### src/rtl/pc_update_ctrl_pkg.sv
// Shared definitions for the PC-update sequencer: state encoding, request
// and cause codes, PC-source mux codes, and the normal-update decoder.
package pc_update_ctrl_pkg;

    // Sequencer states
    typedef enum logic [2:0] {
        ST_IDLE     = 3'd0,
        ST_UPD      = 3'd1,
        ST_EXC_SAVE = 3'd2,
        ST_EXC_READ = 3'd3,
        ST_EXC_LOAD = 3'd4
    } state_t;

    // Normal PC-update request types
    localparam logic [1:0] REQ_SEQ    = 2'd0;
    localparam logic [1:0] REQ_BRANCH = 2'd1;
    localparam logic [1:0] REQ_JUMP   = 2'd2;
    localparam logic [1:0] REQ_RTE    = 2'd3;

    // Exception cause codes (3 is reserved and handled like an invalid opcode)
    localparam logic [1:0] CAUSE_OPCODE = 2'd0;
    localparam logic [1:0] CAUSE_OVF    = 2'd1;
    localparam logic [1:0] CAUSE_DIV0   = 2'd2;
    localparam logic [1:0] CAUSE_RSVD   = 2'd3;

    // PC-source mux select codes
    localparam logic [2:0] PCSRC_ALU    = 3'b000;
    localparam logic [2:0] PCSRC_ALUOUT = 3'b001;
    localparam logic [2:0] PCSRC_JUMP   = 3'b010;
    localparam logic [2:0] PCSRC_VECTOR = 3'b011;
    localparam logic [2:0] PCSRC_EPC    = 3'b100;

    // Mux select plus write enable for a one-cycle PC update
    typedef struct packed {
        logic [2:0] src;
        logic       wr;
    } pc_upd_t;

    // Maps a normal request to its UPD-cycle outputs. A not-taken branch
    // writes nothing, and the select is parked at ALU so it is never
    // left pointing somewhere meaningful without a write.
    function automatic pc_upd_t decode_upd(input logic [1:0] req_type,
                                           input logic       br_taken);
        pc_upd_t upd;
        upd.src = PCSRC_ALU;
        upd.wr  = 1'b1;
        case (req_type)
            REQ_SEQ: begin
                upd.src = PCSRC_ALU;
                upd.wr  = 1'b1;
            end
            REQ_BRANCH: begin
                upd.src = br_taken ? PCSRC_ALUOUT : PCSRC_ALU;
                upd.wr  = br_taken;
            end
            REQ_JUMP: begin
                upd.src = PCSRC_JUMP;
                upd.wr  = 1'b1;
            end
            REQ_RTE: begin
                upd.src = PCSRC_EPC;
                upd.wr  = 1'b1;
            end
            default: begin
                upd.src = PCSRC_ALU;
                upd.wr  = 1'b0;
            end
        endcase
        return upd;
    endfunction

endpackage

### src/rtl/pc_update_ctrl_exc_vec_sel.sv
// Exception vector address selector: turns a cause code into the memory
// byte address holding that cause's handler vector.
module pc_update_ctrl_exc_vec_sel
    import pc_update_ctrl_pkg::*;
#(
    parameter logic [31:0] VEC_OPCODE = 32'd253,
    parameter logic [31:0] VEC_OVF    = 32'd254,
    parameter logic [31:0] VEC_DIV0   = 32'd255
) (
    input  logic [1:0]  cause,
    output logic [31:0] vec_addr
);

    // Cause to vector lookup; the reserved code falls back to the opcode vector
    always_comb begin
        vec_addr = VEC_OPCODE;
        case (cause)
            CAUSE_OPCODE: vec_addr = VEC_OPCODE;
            CAUSE_OVF:    vec_addr = VEC_OVF;
            CAUSE_DIV0:   vec_addr = VEC_DIV0;
            CAUSE_RSVD:   vec_addr = VEC_OPCODE;
            default:      vec_addr = VEC_OPCODE;
        endcase
    end

endmodule

### src/rtl/pc_update_ctrl.sv
// PC-update sequencer for the multicycle core. Issues one-cycle PC loads for
// sequential/branch/jump/RTE requests, and runs exception entry: save EPC,
// fetch the handler vector over MEM_LAT cycles, then load PC from it.
module pc_update_ctrl
    import pc_update_ctrl_pkg::*;
#(
    parameter int          MEM_LAT    = 1,
    parameter logic [31:0] VEC_OPCODE = 32'd253,
    parameter logic [31:0] VEC_OVF    = 32'd254,
    parameter logic [31:0] VEC_DIV0   = 32'd255
) (
    input  logic        clk,
    input  logic        reset,
    input  logic        req_valid,
    input  logic [1:0]  req_type,
    input  logic        br_taken,
    output logic        req_ready,
    input  logic        exc_req,
    input  logic [1:0]  exc_cause,
    output logic [2:0]  PC_src,
    output logic        PC_write,
    output logic        EPC_write,
    output logic        vec_rd,
    output logic [31:0] vec_addr,
    output logic [1:0]  cause_q,
    output logic        busy,
    output logic        done
);

    // A zero-latency memory cannot be sequenced; refuse to elaborate.
    generate
        if (MEM_LAT < 1) begin : g_bad_mem_lat
            $error("pc_update_ctrl: MEM_LAT must be at least 1");
        end
    endgenerate

    // Counter sized to hold MEM_LAT-1 down to 0; guarded so a bad MEM_LAT
    // still reaches the error above instead of a zero-width vector.
    localparam int              CNT_W    = (MEM_LAT < 1) ? 1 : $clog2(MEM_LAT + 1);
    localparam logic [CNT_W-1:0] LAT_INIT = CNT_W'(MEM_LAT - 1);

    state_t           state_reg;
    logic [CNT_W-1:0] lat_cnt_reg;
    pc_upd_t          upd_dec;
    logic [31:0]      sel_addr;

    // Vector address follows the latched cause, which is stable from EXC_SAVE on
    pc_update_ctrl_exc_vec_sel #(
        .VEC_OPCODE (VEC_OPCODE),
        .VEC_OVF    (VEC_OVF),
        .VEC_DIV0   (VEC_DIV0)
    ) u_exc_vec_sel (
        .cause    (cause_q),
        .vec_addr (sel_addr)
    );

    // Decode of the pending normal request; only consumed at the accept edge,
    // so later changes of br_taken have no effect.
    assign upd_dec = decode_upd(req_type, br_taken);

    // Exceptions take priority: a normal request is refused while exc_req is up.
    assign req_ready = (state_reg == ST_IDLE) && !exc_req;

    // Sequencer: state, latency counter and all registered outputs. Strobe
    // outputs default low each cycle so PC_src parks at ALU whenever no
    // write is issued.
    always_ff @(posedge clk) begin
        if (reset) begin
            state_reg   <= ST_IDLE;
            lat_cnt_reg <= '0;
            PC_src      <= PCSRC_ALU;
            PC_write    <= 1'b0;
            EPC_write   <= 1'b0;
            vec_rd      <= 1'b0;
            vec_addr    <= '0;
            cause_q     <= CAUSE_OPCODE;
            busy        <= 1'b0;
            done        <= 1'b0;
        end else begin
            PC_src    <= PCSRC_ALU;
            PC_write  <= 1'b0;
            EPC_write <= 1'b0;
            vec_rd    <= 1'b0;
            vec_addr  <= '0;
            done      <= 1'b0;

            case (state_reg)
                ST_IDLE: begin
                    if (exc_req) begin
                        state_reg <= ST_EXC_SAVE;
                        EPC_write <= 1'b1;
                        cause_q   <= exc_cause;
                        busy      <= 1'b1;
                    end else if (req_valid) begin
                        state_reg <= ST_UPD;
                        PC_src    <= upd_dec.src;
                        PC_write  <= upd_dec.wr;
                        done      <= 1'b1;
                        busy      <= 1'b1;
                    end else begin
                        busy      <= 1'b0;
                    end
                end

                ST_UPD: begin
                    state_reg <= ST_IDLE;
                    busy      <= 1'b0;
                end

                ST_EXC_SAVE: begin
                    state_reg   <= ST_EXC_READ;
                    vec_rd      <= 1'b1;
                    vec_addr    <= sel_addr;
                    lat_cnt_reg <= LAT_INIT;
                    busy        <= 1'b1;
                end

                ST_EXC_READ: begin
                    busy <= 1'b1;
                    if (lat_cnt_reg == '0) begin
                        // Vector data is valid now; load it into PC next cycle
                        state_reg <= ST_EXC_LOAD;
                        PC_src    <= PCSRC_VECTOR;
                        PC_write  <= 1'b1;
                        done      <= 1'b1;
                    end else begin
                        vec_rd      <= 1'b1;
                        vec_addr    <= sel_addr;
                        lat_cnt_reg <= lat_cnt_reg - CNT_W'(1);
                    end
                end

                ST_EXC_LOAD: begin
                    state_reg <= ST_IDLE;
                    busy      <= 1'b0;
                end

                default: begin
                    state_reg <= ST_IDLE;
                    busy      <= 1'b0;
                end
            endcase
        end
    end

endmodule

### config.mk
export PLATFORM = sky130hd
export DESIGN_NAME = pc_update_ctrl
export DESIGN_NICKNAME = d
export VERILOG_FILES = /design/src/rtl/pc_update_ctrl_pkg.sv /design/src/rtl/pc_update_ctrl_exc_vec_sel.sv /design/src/rtl/pc_update_ctrl.sv
export SDC_FILE = /design/constraint.sdc
export NUM_CORES = 1
export LEC_CHECK = 0
export ABC_CLOCK_PERIOD_IN_PS = 3600
export CAP_MARGIN = 20
export CORE_MARGIN = 5
export CORE_UTILIZATION = 36
export DETAILED_ROUTE_END_ITERATION = 16
export PLACE_DENSITY = 0.82
export SLEW_MARGIN = 20
export SYNTH_ARGS = -nofsm -noshare
export SYNTH_HDL_FRONTEND = slang
export SYNTH_SLANG_ARGS = --single-unit
### constraint.sdc
create_clock -name clk -period 3.6 [get_ports clk]
set_input_delay 0.54 -clock clk [delete_from_list [all_inputs] [get_ports clk]]
set_output_delay 0.54 -clock clk [all_outputs]
set_load 0.02 [all_outputs]
Word level (Yosys, flattened, before mapping)
Index checks and enable logic that the tools add are counted.
{"block": "word_totals", "ff_bits": 46, "inputBits": 9}
{"block": "classes", "mux": 27, "n_eq_ne": 10, "n_bitwise": 1, "n_addsub": 1, "n_reduce_logical": 11}
{"cell": "32-bit case mux with 3 select lines", "count": 1}
{"cell": "32-bit case mux with 2 select lines", "count": 1}
{"cell": "32-bit 2-to-1 mux", "count": 1}
{"cell": "4-bit case mux with 4 select lines", "count": 1}
{"cell": "3-bit 2-to-1 mux", "count": 5}
{"cell": "1-bit 2-to-1 mux", "count": 10}
{"cell": "1-bit case mux with 2 select lines", "count": 5}
{"cell": "3-bit case mux with 3 select lines", "count": 1}
{"cell": "2-bit equality test (second input constant)", "count": 4}
{"cell": "3-bit by 2-bit equality test with 1-bit output (second input constant)", "count": 2}
{"cell": "3-bit case mux with 2 select lines", "count": 1}
{"cell": "2-bit OR reduction", "count": 3}
{"cell": "2-bit by 1-bit equality test with 1-bit output (second input constant)", "count": 2}
{"cell": "2-bit zero test", "count": 2}
{"cell": "2-bit AND reduction", "count": 2}
{"cell": "3-bit zero test", "count": 1}
{"cell": "3-bit != test (second input constant)", "count": 1}
{"cell": "2-bit 2-to-1 mux", "count": 1}
{"cell": "2-bit != test (second input constant)", "count": 1}
{"cell": "2-bit nonzero test", "count": 1}
{"cell": "1-bit logical AND", "count": 1}
{"cell": "1-bit zero test", "count": 1}
{"cell": "1-bit inverter", "count": 1}
{"cell": "1-bit subtractor (second input constant)", "count": 1}

Longest topological paths before layout
{"block": "logic_depth", "word_depth": 5, "depth_mapped": 3, "ltp_nobuf": 3}

Cells and area by module
A second synthesis with hierarchy kept.
{"block": "hier_totals", "cells_unflattened": 146, "hier_area_um2": 1594.0}
{"mod": "pc_update_ctrl", "cells_each": 110, "area_per_inst_um2": 1337.5, "seq_area_each_um2": 900.9, "n_inst": 1}
{"mod": "pc_update_ctrl_exc_vec_sel", "cells_each": 36, "area_per_inst_um2": 256.5, "seq_area_each_um2": 0.0, "n_inst": 1}

Worst setup path after synthesis
OpenSTA, ideal clock, no wires.
{"block": "synth_path", "path_type": "input-to-output", "start": "in exc_req", "end": "out req_ready", "stages": 1, "t_arrival_ns": 1.167, "required_ns": 3.060, "setup_slack_ns": 1.893, "path_cell_list": "nor4_1"}
{"block": "synth_between", "elab_chain_cells": 2}
{"element": "start: declaration", "line_no": "pc_update_ctrl.sv:18", "rtl": "input logic exc_req,"}
{"element": "1-bit zero test", "line_no": "pc_update_ctrl.sv:62", "rtl": "assign req_ready = (state_reg == ST_IDLE) && !exc_req;"}
{"element": "1-bit logical AND", "line_no": "pc_update_ctrl.sv:62"}
{"element": "end: declaration", "line_no": "pc_update_ctrl.sv:17", "rtl": "output logic req_ready,"}
No other way between the ends.

Worst setup path after layout
Ends and elaborated chain as after synthesis.

==> flow_summary.toml <==
[critical_path]
cp_max_fo = 6
worstPathCellList = "clkdlybuf4s50_1, nor4_1, clkdlybuf4s50_1"
crit_top_cell = "clkdlybuf4s50_1"
cp.required_ns = 3.06
max_stage_delay_ns = 0.65
end_kind = "output pin"
worst_path_max_delay_cell = "clkdlybuf4s50_1"
start_kind = "input port"
arrival_ns = 1.88
crit_type = "input port to output pin"

[drt]
ant_nets = 0
drt_iter0_drc = 9
vias_per_cell = 4.12
drc = 0
via_count = 552
highest_layer = "met3"
drt-pass1-iter-count = 4
post_drt_wl_per_cell_microns = 10.2
wl_met3_microns = 157
wl_met1_microns = 557
met2_length_microns = 652
routed_wl_mm = 1.37

[final_layout]
n_fill_cell = 215
final_util_pct = 47.8
synthToLayoutAreaGrowth_pct = 25.9
nets = 118
final_cell_mix = "27 x clkdlybuf4s50_1, 24 x conb_1, 15 x dfxtp_1, 7 x nor2_1"
final_layout_size_suffix_gt1_share_pct = 6.54
mostFrequentLayoutCell = "clkdlybuf4s50_1"
antenna_cells = 0

[cts]
clock_path_buffers = 2
cts_setup_buffers = 0
clk_pin_slew_worst_paths_ns = 0.09
cts_sinks = 15
clock_latency_ns = 0.28
cts_hold_buf = 0
cts_resized = 0
cts_tree = "built"
cts_made_buffers = 3
clockRootBuffer = "clkbuf_4"
h-tree-depth = 1

[grt]
grt_max_degree = 10
grt_pass1_wl_mm = 2.15
grt.overflow.total = 0
track_usage_pct = 8.61
grt_pass1_vias = 514
antenna_found_initial = 0

[place]
portBuffers = 27
gp_congestion = 0.688
post-dp-hpwl_mm = 1.15

[sta]
rsz0062_at_grt = "false"
layout_min_cycle_time_ns = 2.42
fin_setup_tns_ns = 0
drv_slew = 0
fin_crit_sh_pct = 67.3
max_freq_mhz = 413
fin_skew_ns = 0.00345
timing.final.hold_violations = 0
finalSetupViolCount = 0

[synthesis]
synthCells = 83
synth_top_area_share_pct = 40.3
synth.area.top_cells = "dfxtp_1 40%, buf_4 30%, nor2_1 3.5%"
synthSimpleGateAreaFrac_pct = 18.5
synthAdderAreaFrac_pct = 1.68
seq_area_frac_synth_pct = 40.3
ys_ff_latch = 15
netlist_area_sq_um = 744
synth_compound_area_share_pct = 7.23
synth_top_family_by_area = "buffers and inverters"
ys_warn_count = 0
synthMuxAreaShare_pct = 0
synth_area_per_cell_sq_um = 8.97
yosys.area.top_type = "dfxtp_1"
synth_cell_types = 21
synth_xor_area_share_pct = 0

[die]
initial_utilization_pct = 37.9
dieWidth_microns = 55.5
fp.dieH_microns = 55.5
die-area_sq_um = 3080
io_pins = 52
core_sq_um = 1960
rows = 16

[pwr]
power_density_nw_per_um2 = 419
power_uw = 393
leakagePower_nw = 0.406
peakVddDrop_uv = 168

[run]
drv_cap = 0

[run_status]
status = "completed"

[worst_hold_path]
hp-class = "flop to flop"
## Yosys cell counts, drive strengths merged
| master | n |
|---|---|
| nor3b | 1 |
| o21a | 2 |
| and4 | 1 |
| inv | 3 |
| dfxtp | 15 |
| nand2 | 5 |
| nor2 | 7 |
| conb | 1 |
| nor4b | 2 |
| nor3 | 1 |
| nor4 | 1 |
| ha | 1 |
| nand2b | 2 |
| buf | 30 |
| nand3b | 1 |
| or4b | 1 |
| a21oi | 5 |
| o21ai | 2 |
| and2 | 1 |
| nor2b | 1 |
## worst max-delay path, delay by kind of cell
| kind | cells | cell delay, ns |
|---|---|---|
| buffers and inverters | 2 | 1.13 |
| and+or+nand+nor | 1 | 0.21 |
## final timing paths
path / cells after the start / endpoint / slack (ns) / from
worst max-delay path: 3 / req_ready / 1.18 / exc_req
worst min register to register: 2 / cause_q[1] / 0.48 / cause_q[1]
worst max register to register: 3 / PC_src[0] / 2.35 / state_reg[1]
worst min-delay path: 2 / cause_q[1] / 0.48 / cause_q[1]
## power breakdown
| group | switching, mW | internal [mW] |
|---|---|---|
| sequential | 0.0106 | 0.178 |
| combinational | 0.0649 | 0.0460 |
| clock | 0.0525 | 0.0412 |
## layer usage
metal / GRT usage, % / vias to the layer above
met5: 0 / -
met4: 5.21 / 0
met3: 3.96 / 0
met2: 13.5 / 35
met1: 9.37 / 252
li1: - / 265
## logic make-up (layout without fill, tap and decap cells)
kind of cell | Yosys count | after routing
other | 1 | 24
adder cells (fa/ha/maj) | 1 | 1
buffers and inverters | 33 | 34
AND/OR/NAND/NOR | 24 | 24
AO/OA/AOI/OAI | 9 | 9
flip-flops | 15 | 15
## layout make-up
cell class / instances / area [sq um] / area share [%]
Inverter: 3 / 11.3 / 1.20
Sequential cell: 15 / 300 / 32.0
Clock buffer: 3 / 22.5 / 2.40
Tap cell: 27 / 33.8 / 3.60
Clock inverter: 1 / 5.00 / 0.534
Timing Repair Buffer: 27 / 270 / 28.8
Multi-Input combinational cell: 58 / 294 / 31.4
## per-stage QoR
stage	std cells	hold WS, ns	worst slack, ns	cell area [sq um]
after floorplan	106	0.540	1.89	831
after global placement	130	0.460	1.22	910
after detailed placement	130	0.471	1.20	910
after CTS	134	0.483	1.18	937
after global routing	134	0.503	1.12	937
final	134	0.480	1.18	937
(Power assumes the default switching activity.)
